File: src/rtl/fsk_iq_modulator_if.sv
// Symbol handshake and I/Q sample bundle for the FSK modulator.
// The symbol source is master; the modulator is slave.
interface fsk_iq_modulator_if;
  logic               sym_valid;
  logic [3:0]         sym_data;
  logic [1:0]         mode;
  logic               sym_ready;
  logic               out_valid;
  logic signed [17:0] output_i;
  logic signed [17:0] output_q;

  modport master (
    output sym_valid, sym_data, mode,
    input  sym_ready, out_valid, output_i, output_q
  );

  modport slave (
    input  sym_valid, sym_data, mode,
    output sym_ready, out_valid, output_i, output_q
  );
endinterface

File: src/rtl/fsk_iq_modulator.sv
// M-ary CPFSK I/Q source: first sample 2 clocks after accept; sym_ready only in IDLE or on a symbol's last sample.
// Define FSK_PHASE_RESET_EN to clear the phase at every accepted symbol (phase-coherent FSK).
module fsk_iq_modulator #(
  parameter int SPS       = 16,
  parameter int PHASE_W   = 16,
  parameter int HALF_STEP = 256,
  parameter int AMP       = 100000
) (
  input  logic              clk,
  input  logic              rst,
  fsk_iq_modulator_if.slave bus
);
  localparam int CNT_W = $clog2(SPS);
  localparam logic [CNT_W-1:0] LAST = CNT_W'(SPS - 1);
  localparam int ROM_N = 256;
  localparam int ROM_W = 17;
  localparam real PI = 3.14159265358979323846;

  // Quarter-wave table is built at elaboration from a Taylor series so it follows AMP.
  function automatic logic [ROM_N*ROM_W-1:0] build_rom();
    logic [ROM_N*ROM_W-1:0] r;
    real x, term, s;
    r = '0;
    for (int n = 0; n < ROM_N; n++) begin
      x    = (real'(n) + 0.5) * PI / 512.0;
      term = x;
      s    = x;
      for (int t = 1; t < 12; t++) begin
        term = -term * x * x / real'((2 * t) * (2 * t + 1));
        s    = s + term;
      end
      r[n*ROM_W +: ROM_W] = ROM_W'($rtoi(real'(AMP) * s + 0.5));
    end
    return r;
  endfunction

  localparam logic [ROM_N*ROM_W-1:0] ROM_FLAT = build_rom();

  function automatic logic signed [17:0] wave(input logic [9:0] idx);
    logic [7:0]       addr;
    logic [ROM_W-1:0] mag;
    addr = idx[8] ? ~idx[7:0] : idx[7:0];
    mag  = ROM_FLAT[int'(addr)*ROM_W +: ROM_W];
    return idx[9] ? -$signed({1'b0, mag}) : $signed({1'b0, mag});
  endfunction

  typedef enum logic {IDLE, RUN} state_t;

  state_t             state_q, state_d;
  logic [PHASE_W-1:0] phase_q, phase_d;
  logic [PHASE_W-1:0] inc_q, inc_d, inc_new;
  logic [CNT_W-1:0]   cnt_q, cnt_d;
  logic [3:0]         mask;
  int                 tone;
  logic               ready;
  logic               valid_q;
  logic signed [17:0] i_q, q_q;
  logic [9:0]         sin_idx, cos_idx;

  always_comb begin
    mask    = 4'((2 << bus.mode) - 1);
    tone    = 2 * int'(bus.sym_data & mask) - int'(mask);
    inc_new = PHASE_W'(tone * HALF_STEP);
  end

  always_comb begin
    state_d = state_q;
    phase_d = phase_q;
    inc_d   = inc_q;
    cnt_d   = cnt_q;
    ready   = 1'b0;
    case (state_q)
      IDLE: begin
        ready   = 1'b1;
        phase_d = '0;
        if (bus.sym_valid) begin
          inc_d   = inc_new;
          cnt_d   = '0;
          state_d = RUN;
        end
      end
      RUN: begin
        phase_d = phase_q + inc_q;
        cnt_d   = cnt_q + 1'b1;
        if (cnt_q == LAST) begin
          ready = 1'b1;
          cnt_d = '0;
          if (bus.sym_valid) begin
            inc_d = inc_new;
`ifdef FSK_PHASE_RESET_EN
            phase_d = '0;
`else
            phase_d = phase_q + inc_q;
`endif
          end else begin
            state_d = IDLE;
            phase_d = '0;
          end
        end
      end
      default: state_d = IDLE;
    endcase
  end

  always_ff @(posedge clk or posedge rst) begin
    if (rst) begin
      state_q <= IDLE;
      phase_q <= '0;
      inc_q   <= '0;
      cnt_q   <= '0;
    end else begin
      state_q <= state_d;
      phase_q <= phase_d;
      inc_q   <= inc_d;
      cnt_q   <= cnt_d;
    end
  end

  // cos is sin advanced by a quarter turn (+256 in the 10-bit table index)
  assign sin_idx = phase_q[PHASE_W-1 -: 10];
  assign cos_idx = sin_idx + 10'd256;

  always_ff @(posedge clk or posedge rst) begin
    if (rst) begin
      valid_q <= 1'b0;
      i_q     <= '0;
      q_q     <= '0;
    end else begin
      valid_q <= (state_q == RUN);
      i_q     <= (state_q == RUN) ? wave(cos_idx) : '0;
      q_q     <= (state_q == RUN) ? wave(sin_idx) : '0;
    end
  end

  assign bus.sym_ready = ready;
  assign bus.out_valid = valid_q;
  assign bus.output_i  = i_q;
  assign bus.output_q  = q_q;
endmodule

File: src/flat_wrapper.sv
// flat-port wrapper written by rule: the top's interface ports become plain ports
module fsk_iq_modulator_flat 
#(
  parameter int SPS       = 16,
  parameter int PHASE_W   = 16,
  parameter int HALF_STEP = 256,
  parameter int AMP       = 100000
)
  (clk, rst, bus_sym_valid, bus_sym_data, bus_mode, bus_sym_ready, bus_out_valid, bus_output_i, bus_output_q);
  fsk_iq_modulator_if bus_i ();
  input  logic clk;
  input  logic rst;
  input wire logic [$bits(bus_i.sym_valid)-1:0] bus_sym_valid;
  input wire logic [$bits(bus_i.sym_data)-1:0] bus_sym_data;
  input wire logic [$bits(bus_i.mode)-1:0] bus_mode;
  output wire logic [$bits(bus_i.sym_ready)-1:0] bus_sym_ready;
  output wire logic [$bits(bus_i.out_valid)-1:0] bus_out_valid;
  output wire logic [$bits(bus_i.output_i)-1:0] bus_output_i;
  output wire logic [$bits(bus_i.output_q)-1:0] bus_output_q;
  assign bus_i.sym_valid = bus_sym_valid;
  assign bus_i.sym_data = bus_sym_data;
  assign bus_i.mode = bus_mode;
  assign bus_sym_ready = bus_i.sym_ready;
  assign bus_out_valid = bus_i.out_valid;
  assign bus_output_i = bus_i.output_i;
  assign bus_output_q = bus_i.output_q;
  fsk_iq_modulator #(.SPS(SPS), .PHASE_W(PHASE_W), .HALF_STEP(HALF_STEP), .AMP(AMP)) u_core (.clk(clk), .rst(rst), .bus(bus_i));
endmodule
File: config.mk
export PLATFORM = sky130hd
export DESIGN_NAME = fsk_iq_modulator_flat
export DESIGN_NICKNAME = d
export VERILOG_FILES = /design/src/rtl/fsk_iq_modulator_if.sv /design/src/rtl/fsk_iq_modulator.sv /design/src/flat_wrapper.sv
export SDC_FILE = /design/constraint.sdc
export NUM_CORES = 1
export LEC_CHECK = 0
export ABC_AREA = 1
export BUFFER_PORTS_ARGS = -buffer_cell sky130_fd_sc_hd__buf_2
export CAP_MARGIN = 20
export CORE_AREA = 5 5 168 170
export DETAILED_ROUTE_END_ITERATION = 10
export DIE_AREA = 0 0 173 175
export MAX_ROUTING_LAYER = met4
export PLACE_DENSITY = 0.62
export SKIP_LAST_GASP = 1
export SYNTH_ARGS = -nofsm -noshare
export SYNTH_HDL_FRONTEND = slang
export SYNTH_SLANG_ARGS = --single-unit
export TNS_END_PERCENT = 5
File: constraint.sdc
create_clock -name clk -period 3.7 [get_ports clk]
set_input_delay 1.11 -clock clk [delete_from_list [all_inputs] [get_ports clk]]
set_output_delay 1.11 -clock clk [all_outputs]
set_load 0.02 [all_outputs]
==> flow_summary.yaml, run 1 <==
outcome:
  status: "finished clean"
timing:
  fin_crit_ns: 3.39
  finalClockSkew_ns: 0.0131
  worst_pin_slew_ns: 0.731
  min_period_over_period: 0.916
  setup_tns_ns: 0
  fmax_mhz: 295
  maxSlewHeadroom: 0.513
  drv_slew: 0
  rsz0062_at_grt: "no"
  setup_violations: 0
  hold_ws_ns: 0.503
  hold_viol: 0
placed_design:
  dp_hpwl_um: 35600
  port_buffers: 46
  dpl_cell_area_um2: 9740
  routabilityCongestion: 1.08
logic_synthesis:
  synth_nets: 1752
  synth_fa_ha_area_frac: 0.0745
  synth_top_family_by_area: "simple AND/OR/NAND/NOR gates"
  synth_edf_count: 0
  async_reset_ff_frac: 1.00
  ys_warn_count: 0
  yosysSeqAreaShare: 0.156
  synthDistinctLibCells: 41
  synth_area_leaders: "nand2_1, dfrtp_1, nand3_1"
  synth_top_cell_by_area: "nand2_1"
  ys_ff_latch: 57
  synth_compound_area_frac: 0.101
  synthCells: 1691
  muxShareOfSynthArea: 0
  yosys_most_used_dff: "dfrtp_1"
  synth_xor_area_frac: 0.00945
  syn_avg_cell_area_um2: 5.40
  synth_area_um2: 9140
  synth_top_area_frac: 0.311
  synth-simple-area-share: 0.535
floorplan:
  die_x_um: 173
  row_count: 60
  die_h_um: 175
  dieArea_um2: 30300
  io_pins: 47
  core_um2: 26600
  initial_core_util: 0.344
clocking:
  post_cts_buffers: 0
  cts_tree: "done"
  cts_hold_buffers: 0
  root_buffer: "clkbuf_16"
  htree_levels: 3
  insertion_delay_ns: 0.33
  numCtsBuffers: 9
  clockBufferDepth: 2
  clk_pin_slew_ns: 0.06
  clock_sinks: 57
route:
  wire_per_inst_um: 22.4
  wl_met2_um: 20800
  drtIter0Drc: 1192
  first_pass_iters: 5
  wl_um: 46200
  drc: 0
  via_count: 11387
  wl_met3_um: 2840
  viasPerCell: 5.51
  top_layer: "met4"
  wl_met1_um: 18600
  antenna_left: 0
global_route:
  grt_pass1_vias: 11044
  grt_max_degree: 64
  grt_overflow: 0
  antenna_found_initial: 1
  grt_use_total: 0.306
  grt_pass1_wl_um: 69500
final_layout:
  final_util: 0.379
  design_area_um2: 10100
  layout.nets: 1783
  n_fill_cell: 3110
  layout_common_cells: "nand2_1, nand3_1, nor2_1, inv_1, a21oi_1"
  layout_commonest_cell: "nand2_1"
  layout-drive-gt1-share: 0.0997
  area_delta_synth_final_pct: 10.2
critical_path:
  worstPathRequired_ns: 3.91
  reg2reg_to: "u_core.bus.output_i[13]$_DFF_PP0_"
  arrival_ns: 3.60
  worst-r2r-setup-slack_ns: 0.31
  worstSetupPathType: "flop to flop"
  reg2regPathDepth: 20
  r2r_start: "u_core.phase_q[8]$_DFF_PP0_"
  worstSetupStartpointType: "flop"
  crit_fanout: 6
  end_kind: "flop"
hold_path:
  hold_end: "u_core.inc_q[11]$_DFFE_PP0P_"
  hp-start: "u_core.inc_q[11]$_DFFE_PP0P_"
  hp-class: "flop to flop"
  hold-path-cell-count: 2
run:
  cap_violations: 0
-- worst max-delay path: stages, from the launching register on --
cell,delay [ns]
dfrtp_1,0.37
inv_1,0.18
ha_1,0.30
inv_1,0.10
ha_1,0.37
inv_1,0.14
nand2_1,0.28
buf_4,0.19
nand2_1,0.05
nand2_1,0.07
nand2_1,0.05
a21oi_1,0.13
nand3_1,0.19
nand2_2,0.17
nand2_1,0.11
nor2_4,0.15
nand2_1,0.09
nand2_1,0.11
nand3_1,0.09
nand2_1,0.06
nor2_1,0.05
-- area by class of cell --
class                   instances  area [um^2]  area share
flip-flops and latches         57         1430       0.142
diodes                          1         2.50    0.000249
well taps                     341          427      0.0424
inverters                     139          524      0.0521
multi-input cells            1408         6590       0.655
repair buffers                107          801      0.0796
clock buffers                  12          256      0.0255
clock inverters                 3         40.0     0.00398
-- what timing repair did --
item	CTS	global route
gates resized for setup	0	1
endpoints found under the setup margin	0	2
endpoints found under the hold margin	0	0
-- flip-flops by register name (all words and copies together), names as in the netlist --
register and cells:
u_core.state_q 1, u_core.inc_q 7, u_core.phase_q 8, u_core.cnt_q 4, u_core.bus.out_valid 1, u_core.bus.output_i 18
u_core.bus.output_q 18
-- stage by stage --
step | worst slack (ns) | std cells
finish | 0.311 | 2068
global placement | 0.243 | 2051
detailed placement | 0.260 | 2051
CTS | 0.226 | 2066
global route | 0.0595 | 2068
floorplan | 0.0833 | 1691
-- cells in the mapped netlist, drive strengths merged (3+ instances only) --
cell type  count
a21oi         80
dfrtp         57
inv          139
or2            4
o211ai         3
nor2         159
nand3        205
o21a           5
xnor2          5
clkbuf         9
ha            48
fa             4
nor3          12
a21boi         3
nand4          7
xor2           4
nand2        781
o21ai         77
buf           78
-- logic make-up after synthesis --
logic type	after synthesis
xor gates and xnor gates	9
AOI/OAI and AO/OA	172
DFF	57
buffers and inverters	226
adders and majority gates	52
and+or+nand+nor	1175
-- layer usage --
layer / global-route usage / vias up
li1: - / 5398
met2: 0.483 / 576
met4: 0.213 / 0
met3: 0.0338 / 170
met1: 0.367 / 5243
met5: - / -
-- how the worst max path moves through the flow --
stage / slack [ns] / cells past startpoint / start / endpoint
6_report: 0.31 / 20 / u_core.phase_q[8]$_DFF_PP0_ / u_core.bus.output_i[13]$_DFF_PP0_
5_1_grt: 0.06 / 18 / u_core.phase_q[14]$_DFF_PP0_ / u_core.bus.output_q[10]$_DFF_PP0_
4_1_cts: 0.23 / 18 / u_core.phase_q[8]$_DFF_PP0_ / u_core.bus.output_i[6]$_DFF_PP0_
3_5_place_dp: 0.26 / 18 / u_core.phase_q[8]$_DFF_PP0_ / u_core.bus.output_i[6]$_DFF_PP0_
3_3_place_gp: 0.24 / 18 / u_core.phase_q[8]$_DFF_PP0_ / u_core.bus.output_i[6]$_DFF_PP0_
2_1_floorplan: 0.08 / 18 / u_core.phase_q[14]$_DFF_PP0_ / u_core.bus.output_i[6]$_DFF_PP0_
Power of run 1 is not shown: default switching activity piles up to over one toggle a cycle in this logic, so the estimate is an artifact.
==> run 2: changes to the inputs <==
--- a/config.mk
+++ b/config.mk
@@ -12,7 +12,8 @@
 export DETAILED_ROUTE_END_ITERATION = 10
 export DIE_AREA = 0 0 173 175
 export MAX_ROUTING_LAYER = met4
-export PLACE_DENSITY = 0.62
+export PLACE_DENSITY = 0.53
+export RECOVER_POWER = 25
 export SKIP_LAST_GASP = 1
 export SYNTH_ARGS = -nofsm -noshare
 export SYNTH_HDL_FRONTEND = slang
==> run 2 against run 1 <==
Count of clock-buffer cells in the layout is the same. Hold slack lost 0.025 ns. Non-clock buffer count grew 8. Wire length shrank 6.1%. Clock skew shrank 0.0055 ns. Largest cell class unchanged.
==> flow_summary.yaml, run 2 (same netlist as run 1, synthesis figures left out) <==
global_route:
  grt_use_total: 0.286
  grt_max_degree: 57
  antenna_found_initial: 0
  grt_pass1_vias: 10888
  grt_overflow: 0
  grt_pass1_wl_um: 65700
hold_path:
  hp-class: "flop to flop"
  hp-start: "u_core.inc_q[8]$_DFFE_PP0P_"
  hold-path-cell-count: 1
  hold_end: "u_core.inc_q[8]$_DFFE_PP0P_"
timing:
  setup_tns_ns: 0
  finalClockSkew_ns: 0.00761
  maxSlewHeadroom: 0.0740
  setup_violations: 0
  drv_slew: 0
  fin_crit_ns: 3.45
  worst_pin_slew_ns: 1.39
  hold_viol: 0
  rsz0062_at_grt: "no"
  fmax_mhz: 289
  min_period_over_period: 0.934
floorplan:
  dieArea_um2: 30300
  core_um2: 26600
  io_pins: 47
  row_count: 60
  die_x_um: 173
  die_h_um: 175
  initial_core_util: 0.344
final_layout:
  layout.nets: 1791
  layout_common_cells: "nand2_1, nand3_1, nor2_1, inv_1, a21oi_1"
  diodes: 0
  layout_commonest_cell: "nand2_1"
  area_delta_synth_final_pct: 10.3
  layout-drive-gt1-share: 0.103
critical_path:
  reg2regPathDepth: 17
  end_kind: "flop"
  critPathMaxStageDelay_ns: 0.44
  worstSetupStartpointType: "flop"
  arrival_ns: 3.69
  r2r_start: "u_core.phase_q[14]$_DFF_PP0_"
  reg2reg_to: "u_core.bus.output_i[6]$_DFF_PP0_"
  path_cells: "inv_4 > ha_1 > inv_1 > buf_4 > ha_1 > nor2_1 > inv_1 > nand3_1 > a21oi_1 > nor2_1 > a21oi_2 > inv_1 > ha_1 > nand3_1 > o21ai_2 > nor2_1 > nor3b_1"
  cp.depth: 17
  worstSetupPathType: "flop to flop"
  worstPathRequired_ns: 3.94
  critical_path.top_delay_family: "simple AND/OR/NAND/NOR gates"
  crit_fanout: 11
  worst-r2r-setup-slack_ns: 0.25
  crit_slowest_cell: "ha_1"
  critPathBufInv: 5
clocking:
  root_buffer: "clkbuf_16"
  clk_pin_slew_ns: 0.06
  cts_tree: "done"
  numCtsBuffers: 9
  htree_levels: 3
  clock_sinks: 57
  cts_hold_buffers: 0
  insertion_delay_ns: 0.33
  clockBufferDepth: 2
route:
  drc: 0
  drtIter0Drc: 1337
  wire_per_inst_um: 20.9
  first_pass_iters: 5
  via_count: 11449
  wl_um: 43400
  antenna_left: 0
  viasPerCell: 5.51
outcome:
  status: "finished clean"
placed_design:
  dp_hpwl_um: 33200
  port_buffers: 46
  routabilityCongestion: 1.05
run:
  cap_violations: 0
[run 2: area by class of cell]
class	instances	area (um^2)
Multi-Input combinational cell	1408	6610
Sequential cell	57	1430
Timing Repair Buffer	115	797
Clock buffer	12	267
Inverter	139	524
Clock inverter	4	26.3
Tap cell	341	427
Fill cell	3061	16500
[run 2: stage by stage]
step           worst slack, ns  hold slack (ns)  cells   util  instance area, um^2
5_1_grt                0.00728            0.511   2076  0.379                10100
3_5_place_dp             0.357            0.466   2060  0.368                 9770
4_1_cts                  0.335            0.480   2076  0.379                10100
2_1_floorplan           0.0833            0.426   1691      -                 9140
6_report                 0.246            0.478   2076  0.379                10100
3_3_place_gp             0.337            0.462   2060  0.368                 9770
[run 2: timing repair]
action | in CTS | in global routing
buffers inserted | 0 | 0
gates resized for setup | 0 | 1
endpoints found under the setup margin | 0 | 1
[run 2: routing by layer]
metal  vias up  wire (um)  track usage
met4         0       3120        0.173
met3       145       3060       0.0376
met1      5288      17900        0.355
li1       5424          -            -
met5         -          0            -
met2       592      19400        0.446
[run 2: how the worst max path moves through the flow]
stage	start	end	slack (ns)
floorplan	u_core.phase_q[14]$_DFF_PP0_	u_core.bus.output_i[6]$_DFF_PP0_	0.08
global placement	u_core.phase_q[14]$_DFF_PP0_	u_core.bus.output_i[8]$_DFF_PP0_	0.34
detailed placement	u_core.phase_q[8]$_DFF_PP0_	u_core.bus.output_i[8]$_DFF_PP0_	0.36
CTS	u_core.phase_q[8]$_DFF_PP0_	u_core.bus.output_i[8]$_DFF_PP0_	0.33
global route	u_core.phase_q[14]$_DFF_PP0_	u_core.bus.output_q[14]$_DFF_PP0_	0.007
finish	u_core.phase_q[14]$_DFF_PP0_	u_core.bus.output_i[6]$_DFF_PP0_	0.25
Power of run 2 is left out for the same reason.
==> run 3: changes to the inputs <==
--- a/config.mk
+++ b/config.mk
@@ -8,11 +8,11 @@
 export ABC_AREA = 1
 export BUFFER_PORTS_ARGS = -buffer_cell sky130_fd_sc_hd__buf_2
 export CAP_MARGIN = 20
-export CORE_AREA = 5 5 168 170
+export CORE_AREA = 5 5 181 183
 export DETAILED_ROUTE_END_ITERATION = 10
-export DIE_AREA = 0 0 173 175
+export DIE_AREA = 0 0 186 188
 export MAX_ROUTING_LAYER = met4
-export PLACE_DENSITY = 0.53
+export PLACE_DENSITY = 0.47
 export RECOVER_POWER = 25
 export SKIP_LAST_GASP = 1
 export SYNTH_ARGS = -nofsm -noshare
==> run 3 against run 2 <==
The run now ends with capacitance limit, slew limit left. Clock skew grew 0.011 ns. Register-to-register slack improved by 0.03 ns. Non-clock buffer count grew 3. Core utilization is 5.1 points lower. Sequential share of layout area fell by 0.16 points. Sequential cell count is the same. First-iteration DRC count decreased by 21%. Die area is 16% higher. Global-route usage down 1.4 points. Maximum frequency increased by 0.91%. Via count shrank 0.82%. Critical path type unchanged. Largest cell class unchanged. Highest routed layer unchanged.
==> flow_summary.yaml, run 3 (same netlist as run 1, synthesis figures left out) <==
critical_path:
  end_kind: "flop"
  cp_common_cell: "nand2_1"
  worstPathRequired_ns: 3.92
  reg2regPathDepth: 19
  critPathBufInv: 3
  crit_fanout: 27
  critPathMaxStageDelay_ns: 0.49
  critical_path.top_delay_family: "simple AND/OR/NAND/NOR gates"
  arrival_ns: 3.64
  crit_slowest_cell: "ha_1"
  path_cells: "buf_4 > ha_1 > nor2_1 > o21ai_0 > buf_4 > nand2_1 > nand2_1 > nand3_1 > nand2_1 > nand2_1 > inv_1 > ha_1 > nand2_1 > nor2_1 > nand2_1 > nand2_1 > nand3_1 > nand2_1 > nor2_1"
  worstSetupStartpointType: "flop"
  worstSetupPathType: "flop to flop"
  cp.depth: 19
final_layout:
  layout-drive-gt1-share: 0.104
  diodes: 0
  layout.nets: 1794
  layout_common_cells: "nand2_1, nand3_1, nor2_1, inv_1, a21oi_1"
  design_area_um2: 10200
  area_delta_synth_final_pct: 11.5
  layout_commonest_cell: "nand2_1"
route:
  antenna_left: 0
  viasPerCell: 5.31
  drc: 0
  via_count: 11355
  wl_um: 46600
  drtIter0Drc: 1053
  wire_per_inst_um: 21.8
  first_pass_iters: 7
timing:
  worst_pin_slew_ns: 1.51
  setup_tns_ns: 0
  finalClockSkew_ns: 0.0191
  hold_viol: 0
  rsz0062_at_grt: "no"
  maxSlewHeadroom: -0.00607
  fmax_mhz: 292
  fin_crit_ns: 3.42
  drv_slew: 57
  min_period_over_period: 0.925
  setup_violations: 0
floorplan:
  dieArea_um2: 35000
  die_h_um: 188
  die_x_um: 186
  io_pins: 47
  row_count: 65
  core_um2: 31100
  initial_core_util: 0.294
placed_design:
  dpl_cell_area_um2: 9900
  port_buffers: 46
  dp_hpwl_um: 35900
  routabilityCongestion: 1.03
hold_path:
  hp-class: "flop to flop"
  hold-path-cell-count: 1
outcome:
  status: "complete, but fails checks"
  violations: "capacitance limit, slew limit"
global_route:
  grt_overflow: 0
  grt_pass1_vias: 11084
  antenna_found_initial: 0
  grt_pass1_wl_um: 70000
  grt_max_degree: 58
  grt_use_total: 0.272
clocking:
  root_buffer: "clkbuf_16"
  insertion_delay_ns: 0.35
  numCtsBuffers: 9
  cts_hold_buffers: 0
  cts_resized: 0
  clk_pin_slew_ns: 0.06
  htree_levels: 3
  clockBufferDepth: 2
  cts_tree: "done"
  post_cts_buffers: 0
  clock_sinks: 57
run:
  cap_violations: 1
-- run 3: worst paths after layout --
check,start,endpoint,slack (ns)
max in group asynchronous,rst,u_core.inc_q[11]$_DFFE_PP0P_,1.50
hold reg to reg,u_core.inc_q[8]$_DFFE_PP0P_,u_core.inc_q[8]$_DFFE_PP0P_,0.47
min in group asynchronous,rst,u_core.bus.output_i[5]$_DFF_PP0_,1.27
hold / removal,u_core.inc_q[8]$_DFFE_PP0P_,u_core.inc_q[8]$_DFFE_PP0P_,0.47
setup / recovery,u_core.phase_q[14]$_DFF_PP0_,u_core.bus.output_q[14]$_DFF_PP0_,0.28
setup reg to reg,u_core.phase_q[14]$_DFF_PP0_,u_core.bus.output_q[14]$_DFF_PP0_,0.28
-- run 3: final cells by class --
class / instances / area (um^2)
Fill cell: 3680 / 20900
Clock buffer: 12 / 256
Sequential cell: 57 / 1430
Tap cell: 402 / 503
Timing Repair Buffer: 118 / 842
Multi-Input combinational cell: 1408 / 6600
Clock inverter: 3 / 40.0
Inverter: 139 / 524
-- run 3: per-layer routing --
metal,track usage,share of wire
met1,0.336,0.41
met2,0.425,0.46
met3,0.0326,0.060
met4,0.158,0.072
met5,-,0
-- run 3: per-stage QoR --
| step | hold WS (ns) | worst slack [ns] | utilization | cells |
|---|---|---|---|---|
| 2_1_floorplan | 0.426 | 0.0833 | - | 1691 |
| 3_3_place_gp | 0.464 | 0.289 | 0.319 | 2124 |
| 3_5_place_dp | 0.465 | 0.342 | 0.319 | 2124 |
| 4_1_cts | 0.481 | 0.296 | 0.328 | 2139 |
| 5_1_grt | 0.514 | 0.0155 | 0.328 | 2139 |
| 6_report | 0.474 | 0.277 | 0.328 | 2139 |
Power of run 3 is left out for the same reason.
